$ cat src/rtl/result_writeback.sv
`timescale 1ns/1ps
// Result writeback: buffers flushed result beats in a FIFO and issues them as
// addressed valid/ready memory writes, walking the m x p matrix tile by tile.
module result_writeback #(
    parameter int ARRAY_HEIGHT = 4,
    parameter int ARRAY_WIDTH  = 32,
    parameter int DATA_WIDTH   = 16,
    parameter int BUS_WIDTH    = 256,
    parameter int FIFO_DEPTH   = 8,
    parameter int ADDR_WIDTH   = 32
) (
    input  logic                  clk,
    input  logic                  reset,
    input  logic                  start,
    input  logic [15:0]           m,
    input  logic [15:0]           p,
    input  logic [ADDR_WIDTH-1:0] base_addr,
    input  logic [BUS_WIDTH-1:0]  data_i,
    input  logic                  valid_i,
    output logic [ADDR_WIDTH-1:0] mem_addr,
    output logic [BUS_WIDTH-1:0]  mem_data,
    output logic                  mem_valid,
    input  logic                  mem_ready,
    output logic                  busy,
    output logic                  done,
    output logic                  overflow
);
    localparam int ELEMS      = BUS_WIDTH / DATA_WIDTH;
    localparam int CB_COUNT   = ARRAY_WIDTH / ELEMS;
    localparam int ELEM_BYTES = DATA_WIDTH / 8;
    localparam int PTR_W      = (FIFO_DEPTH > 1) ? $clog2(FIFO_DEPTH) : 1;
    localparam int R_W        = (ARRAY_HEIGHT > 1) ? $clog2(ARRAY_HEIGHT) : 1;
    localparam int CB_W       = (CB_COUNT > 1) ? $clog2(CB_COUNT) : 1;
    localparam logic [ADDR_WIDTH-1:0] BEAT_STEP    = ADDR_WIDTH'(ELEMS * ELEM_BYTES);
    localparam logic [ADDR_WIDTH-1:0] ELEM_BYTES_A = ADDR_WIDTH'(ELEM_BYTES);
    localparam logic [ADDR_WIDTH-1:0] BACK_MUL     = ADDR_WIDTH'((ARRAY_HEIGHT - 1) * ELEM_BYTES);

    typedef enum logic [1:0] {S_IDLE, S_RUN, S_DONE} state_t;

    state_t                r_state;
    logic [BUS_WIDTH-1:0]  r_fifo [FIFO_DEPTH];
    logic [PTR_W-1:0]      r_wr_ptr;
    logic [PTR_W-1:0]      r_rd_ptr;
    logic [PTR_W:0]        r_count;
    logic [ADDR_WIDTH-1:0] r_addr;
    logic [ADDR_WIDTH-1:0] r_row_stride;
    logic [ADDR_WIDTH-1:0] r_tile_back;
    logic [R_W-1:0]        r_row;
    logic [CB_W-1:0]       r_cb;
    logic [15:0]           r_tc_elem;
    logic [15:0]           r_tr_elem;
    logic [15:0]           r_m;
    logic [15:0]           r_p;
    logic [32:0]           r_push_elems;
    logic [32:0]           r_total_elems;
    logic                  r_overflow;

    logic w_run, w_empty, w_full, w_pop, w_in_job, w_offer, w_push;
    logic w_row_last, w_cb_last, w_tc_last, w_tr_last, w_final;

    assign w_run      = (r_state == S_RUN);
    assign w_empty    = (r_count == '0);
    assign w_full     = (r_count == (PTR_W+1)'(FIFO_DEPTH));
    assign w_pop      = w_run & ~w_empty & mem_ready;
    assign w_in_job   = (r_push_elems < r_total_elems);
    assign w_offer    = w_run & valid_i & w_in_job;
    assign w_push     = w_offer & (~w_full | w_pop);
    assign w_row_last = (r_row == R_W'(ARRAY_HEIGHT - 1));
    assign w_cb_last  = (r_cb == CB_W'(CB_COUNT - 1));
    assign w_tc_last  = (({1'b0, r_tc_elem} + 17'(ARRAY_WIDTH)) == {1'b0, r_p});
    assign w_tr_last  = (({1'b0, r_tr_elem} + 17'(ARRAY_HEIGHT)) == {1'b0, r_m});
    assign w_final    = w_row_last & w_cb_last & w_tc_last & w_tr_last;

    assign mem_valid = w_run & ~w_empty;
    assign mem_data  = mem_valid ? r_fifo[r_rd_ptr] : '0;
    assign mem_addr  = r_addr;
    assign busy      = w_run;
    assign done      = (r_state == S_DONE);
    assign overflow  = r_overflow;

    always_ff @(posedge clk) begin
        if (w_push) begin
            r_fifo[r_wr_ptr] <= data_i;
        end
    end

    always_ff @(posedge clk or posedge reset) begin
        if (reset) begin
            r_state       <= S_IDLE;
            r_wr_ptr      <= '0;
            r_rd_ptr      <= '0;
            r_count       <= '0;
            r_addr        <= '0;
            r_row_stride  <= '0;
            r_tile_back   <= '0;
            r_row         <= '0;
            r_cb          <= '0;
            r_tc_elem     <= '0;
            r_tr_elem     <= '0;
            r_m           <= '0;
            r_p           <= '0;
            r_push_elems  <= '0;
            r_total_elems <= '0;
            r_overflow    <= 1'b0;
        end else begin
            case (r_state)
                S_IDLE: begin
                    if (start) begin
                        r_state       <= S_RUN;
                        r_m           <= m;
                        r_p           <= p;
                        r_addr        <= base_addr;
                        r_row_stride  <= ADDR_WIDTH'(p) * ELEM_BYTES_A;
                        r_tile_back   <= ADDR_WIDTH'(p) * BACK_MUL;
                        r_total_elems <= 33'(m) * 33'(p);
                        r_push_elems  <= '0;
                        r_row         <= '0;
                        r_cb          <= '0;
                        r_tc_elem     <= '0;
                        r_tr_elem     <= '0;
                        r_wr_ptr      <= '0;
                        r_rd_ptr      <= '0;
                        r_count       <= '0;
                        r_overflow    <= 1'b0;
                    end
                end
                S_RUN: begin
                    if (w_push) begin
                        r_wr_ptr     <= r_wr_ptr + 1'b1;
                        r_push_elems <= r_push_elems + 33'(ELEMS);
                    end
                    if (w_offer & w_full & ~w_pop) begin
                        r_overflow <= 1'b1;
                    end
                    case ({w_push, w_pop})
                        2'b10:   r_count <= r_count + 1'b1;
                        2'b01:   r_count <= r_count - 1'b1;
                        default: r_count <= r_count;
                    endcase
                    // Rows advance by one matrix row; a finished row group steps
                    // back to the tile top and over one column block, and at the
                    // right edge of the matrix the next beat lies right after.
                    if (w_pop) begin
                        r_rd_ptr <= r_rd_ptr + 1'b1;
                        if (!w_row_last) begin
                            r_row  <= r_row + 1'b1;
                            r_addr <= r_addr + r_row_stride;
                        end else begin
                            r_row <= '0;
                            if (!w_cb_last) begin
                                r_cb   <= r_cb + 1'b1;
                                r_addr <= r_addr - r_tile_back + BEAT_STEP;
                            end else begin
                                r_cb <= '0;
                                if (!w_tc_last) begin
                                    r_tc_elem <= r_tc_elem + 16'(ARRAY_WIDTH);
                                    r_addr    <= r_addr - r_tile_back + BEAT_STEP;
                                end else begin
                                    r_tc_elem <= '0;
                                    r_tr_elem <= r_tr_elem + 16'(ARRAY_HEIGHT);
                                    r_addr    <= r_addr + BEAT_STEP;
                                end
                            end
                        end
                        if (w_final) begin
                            r_state <= S_DONE;
                        end
                    end
                end
                S_DONE:  r_state <= S_IDLE;
                default: r_state <= S_IDLE;
            endcase
        end
    end
endmodule

$ cat config.mk
export PLATFORM = sky130hd
export DESIGN_NAME = result_writeback
export DESIGN_NICKNAME = d
export VERILOG_FILES = /design/src/rtl/result_writeback.sv
export SDC_FILE = /design/constraint.sdc
export NUM_CORES = 2
export LEC_CHECK = 0
export ABC_CLOCK_PERIOD_IN_PS = 26200
export CAP_MARGIN = 20
export CORE_MARGIN = 10
export CORE_UTILIZATION = 35
export DETAILED_ROUTE_END_ITERATION = 12
export GPL_TIMING_DRIVEN = 0
export HOLD_SLACK_MARGIN = 0.06
export MAX_ROUTING_LAYER = met4
export PLACE_DENSITY = 0.5
export REMOVE_ABC_BUFFERS = 1
export SLEW_MARGIN = 20
export SYNTH_ARGS = -nofsm -noshare
export SYNTH_HDL_FRONTEND = slang
export SYNTH_SLANG_ARGS = --single-unit
$ cat constraint.sdc
create_clock -name clk -period 26.2 [get_ports clk]
set_clock_uncertainty 0.15 [all_clocks]
set_input_delay 5.24 -clock clk [delete_from_list [all_inputs] [get_ports clk]]
set_output_delay 5.24 -clock clk [all_outputs]
set_load 0.1 [all_outputs]
# Word-level counts from Yosys, hierarchy flattened
# Memories as Yosys holds them, arrays and structs flattened.
# Index checks and enable logic that the tools add are counted.
[word_totals]
ff_bits = 195
latch_bits = 0
ramBits = 2048
mem_bits_ro = 0
input_bits = 325
out_inout_bits = 292
word_cells = 123
memories = 1
[classes]
addsub = 15
multipliers = 2
div = 0
n_lt_le_gt_ge = 1
eq_ne = 17
shifts = 0
mux = 46
n_bitwise = 14
n_reduce_logical = 12
[mem_list]
columns = ["memory", "words", "word_bits", "read_ports", "rd_clocked_by_memory_dff", "write_ports", "line_no", "source"]
rows = [
  ["r_fifo", 8, 256, 1, 0, 1, "41", "logic [BUS_WIDTH-1:0] r_fifo [FIFO_DEPTH];"],
]
[ops]
columns = ["operator", "count"]
rows = [
  ["two-way mux 256 bit", 1],
  ["two-way mux 32 bit", 5],
  ["two-way mux 16 bit", 9],
  ["two-way mux 33 bit", 2],
  ["case mux 33 bit (2 select lines)", 1],
  ["adder 32 x 6 -> 32 bit, second input constant", 2],
  ["case mux 16 bit (2 select lines)", 2],
  ["case mux 32 bit (2 select lines)", 1],
  ["== test 17 x 16 -> 1 bit", 2],
  ["adder 33 x 5 -> 33 bit, second input constant", 1],
  ["< comparator 33 x 32 -> 1 bit", 1],
  ["adder 32 x 17 -> 32 bit", 1],
  ["multiplier 16 x 16 -> 32 bit", 1],
  ["subtractor 32 x 19 -> 32 bit", 1],
  ["multiplier 16 x 2 -> 18 bit, second input constant", 1],
  ["adder 16 x 3 -> 17 bit, second input constant", 1],
  ["adder 16 x 6 -> 17 bit, second input constant", 1],
  ["adder 16 x 3 -> 16 bit, second input constant", 1],
  ["adder 16 x 6 -> 16 bit, second input constant", 1],
  ["case mux 4 bit (2 select lines)", 2],
  ["AND reduction 3 bit", 5],
  ["two-way mux 2 bit", 6],
  ["inequality test 2 x 1 -> 1 bit, second input constant", 6],
  ["case mux 3 bit (2 select lines)", 2],
  ["25 further kinds", 51],
]

# Logic depth before layout (Yosys ltp)
[logic_depth]
word_depth = 9
depth_mapped = 26
ltp_nobuf = 23

# Worst setup path before layout
# OpenSTA, ideal clock, no wires.
[synth_timing]
kind = "input port to flip-flop"
start = "input valid_i"
end = "memory r_fifo[5][0], enable pin"
setup_time_ns = 1.238
t_arrival_ns = 24.960
required_time_ns = 24.812
setup_slack_ns = -0.148
cell_stages = 6
path_buffers = 1
path_cell_list = "nor4b_1 > nand3_1 > nor3_2 > clkbuf_1 > nand2_1 > nor3b_1"
[synth_between]
elab_chain_len = 5
[synth_rtl]
columns = ["item", "line_no", "source"]
rows = [
  ["start: declaration", "19", "input logic valid_i,"],
  ["AND 1 bit (2 in a row)", "66", "assign w_offer = w_run & valid_i & w_in_job;"],
  ["AND 1 bit", "67", "assign w_push = w_offer & (~w_full | w_pop);"],
  ["two-way mux 1 bit", "82", "if (w_push) begin"],
  ["two-way mux 1 bit (not written as such)", "83", "r_fifo[r_wr_ptr] <= data_i;"],
  ["end: declaration", "41", ""],
]
# No other way between the ends.

# Worst setup path in the final report
[layout_timing]
start = "input p[7]"
end = "register r_total_elems[30]"
[layout_between]
elab_chain_len = 1
[layout_rtl]
columns = ["item", "line_no", "source"]
rows = [
  ["start: declaration", "16", "input logic [15:0] p,"],
  ["multiplier 16 x 16 -> 32 bit", "115", "r_total_elems <= 33'(m) * 33'(p);"],
  ["end signal: assignment", "115", ""],
  ["end: declaration", "55", "logic [32:0] r_total_elems;"],
]
# No other way between the ends.
# A chain may end at the register's enable or synchronous reset.

==> metrics.txt <==
fin crit period 11.92 ns; CTS Buffer Depth 4; worst setup margin between 10 and 15 ns; Worst path max stage delay between 1 and 1.5 ns; DR vias/cell just over 5; Num CTS Buffers 243; die height 554 µm; clock sink count 2231; Hold Startpoint r_tile_back[6]; Initial Util 35.2%; IO buf count 616; Fin. Hold Viols 0; synth warn 0; CP required 26.72 ns; CP bufs+invs 6; top_reg_cell synth edfxtp_1; CP top delay family adder cells; pre-CTS setup slack between 10 and 15 ns; wire length per cell 24.8 µm; crit path kind in2reg; routed wire length ~270 mm; drt drc 0; most common cell after layout, fill and taps aside edfxtp_1; max_cap viols 0; layout cells sized above 1 18.0%; Post-CTS Setup Bufs 0; register bit total from synthesis roughly 2200; I/O pin count roughly 620; die width 554 µm; startpoint types primary input; largest net degree at the start of global routing 86; clock root buffer clkbuf_16; Rel. slew slack between 10% and 20%; Post-synth ARST share 8.20%; Distinct cells, synth 93; CP max stage cell clkdlybuf4s50_1; outcome finished clean; CTS tree yes; via count 55100; Most Frequent Cell on Critical Path fa_1; worst hold path endpoint r_tile_back[6]; worst-margin pin slew 1.21 ns; GPL Wtd Cong 0.796; Setup violations, final 0; first-pass GRT wire length 400 mm; Synth Instances between 5000 and 6000; worst hold path class reg2reg; max-slew violations 0; Layout area overhead 21.5%; Seq/Total Area, Yosys 66.3%; Die Footprint 307000 µm²; Antenna Violating Nets Remaining 0; # rows 195; part of the cycle the worst path needs 45.5%; Detailed Routing Iterations Pass 1 7; Post-synth EDFFs 2048; fin nets approximately 7500; most frequent cells in the layout edfxtp_1, clkdlybuf4s50_1, mux4_2; reg2reg end r_fifo[1][186]; cell count of the worst hold path 2; Syn Area/Cell 16.8 µm²; critical path arrival 12.44 ns; mapped cell area roughly 100000 µm²; post-layout util 42.8%; maximum fanout along the worst path 19; hold bufs inserted after CTS 0; core area 283000 µm²; RSZ-0062 raised after global routing false; clk slew on worst S/H paths 0.06 ns; initial antenna violation count approximately 110; crit end category flip-flop; vias in the first global route 58400; FF-to-FF path depth 19; Worst-Skew Late Latency 0.86 ns; fmax ~84 MHz; crit-path cells clkdlybuf4s50_1 -> nand2_1 -> fa_1 -> inv_1 -> fa_1 -> inv_1 -> fa_1 -> inv_1 -> fa_1 -> fa_1 -> inv_1 -> fa_1 -> inv_1 -> ha_1 -> a211o_1 -> a211o_1 -> a41o_1 -> nand3_1 -> a21oi_1 -> a2111oi_0 -> o41a_1 -> xor2_1 -> o21ai_0; RR Startpoint r_state[1]; post-CTS sizing 0; drt first-iter violations 3363; Detail Placement HPWL 186 mm; flop2flop setup slack 19.73 ns; H-tree Lvls 4; gr ovfl total 0; GRT Resource Usage Total 17.6%
==> routing by layer <==
layer  GRT usage, %  vias up  wire, µm
met5              -        -         0
met3           5.96      405     22000
met4           5.41        0      7880
met1           22.4    28700    115000
li1               -    24700         -
met2           26.8     1320    124000
==> worst reg2reg max path, delay by kind of cell, from the launching register on <==
kind	cells	cell delay, ns
compound gates	1	0.50
buf+inv	12	2.26
flops	1	0.41
simple gates	6	2.90
==> cell families after synthesis <==
kind of cell	Yosys count	synth area share, %
AO/OA/AOI/OAI	552	3.57
AND/OR/NAND/NOR	1190	5.50
adder cells (fa/ha/maj)	430	6.89
flip-flops	2231	66.3
multiplexers	782	14.3
XOR/XNOR	136	1.19
buffers and inverters	601	2.29
==> cell usage after synthesis, drive strengths merged, types with 110 or more instances <==
cell       n  area (µm²)
a21oi    110         551
and2     131         820
clkbuf   179         672
dfrtp    183        4580
edfxtp  2048       61500
fa       198        3960
ha       232        2900
inv      316        1190
mux2i    265        2650
mux4     512       11500
nand2    428        1620
nor2     352        1330
o21ai    184         925
==> cell type report <==
class | instances | area (µm²)
multi-input combinational | 3090 | 31400
timing repair buffer | 901 | 9870
clock inverter | 149 | 1320
fill | 25200 | 162000
sequential | 2231 | 66100
inverter | 318 | 1200
tap | 3743 | 4680
clock buffer | 295 | 6340
antenna | 86 | 215
==> flip-flops by register name (all words and copies together), names as in the netlist, 2 cells and up <==
| name | flops |
|---|---|
| r_wr_ptr | 3 |
| r_fifo | 2048 |
| r_tr_elem | 14 |
| r_row | 2 |
| r_m | 16 |
| r_count | 4 |
| r_total_elems | 32 |
| r_row_stride | 15 |
| r_tile_back | 18 |
| r_state | 2 |
| r_tc_elem | 11 |
| r_rd_ptr | 3 |
| mem_addr | 32 |
| r_push_elems | 29 |
==> stage by stage <==
stage / cell area (µm²) / setup TNS, ns / std cells / hold WS [ns]
after global routing: 121000 / 0 / 10800 / 0.354
final: 121000 / 0 / 10800 / 0.327
after global placement: 109000 / - / 9998 / 0.314
after detailed placement: 113000 / 0 / 10300 / 0.311
after CTS: 121000 / 0 / 10700 / 0.331
after floorplan: 98600 / -457.42 / 5639 / 0.289
==> how the worst max path moves through the flow <==
| stage | startpoint | endpoint | slack (ns) | cells after the start |
|---|---|---|---|---|
| after global placement | r_state[1] | r_fifo[3][19] | -29.95 | 8 |
| after detailed placement | p[8] | r_total_elems[30] | 13.45 | 23 |
| after floorplan | r_rd_ptr[0] | mem_data[0] | -1.25 | 3 |
| after global routing | m[10] | r_total_elems[30] | 13.91 | 22 |
| final | p[7] | r_total_elems[30] | 14.28 | 23 |
| after CTS | m[7] | r_total_elems[30] | 14.32 | 23 |
Power is left out: the tool's default activity adds up to more than one toggle a clock period on the data nets, which glitch-free logic cannot reach.
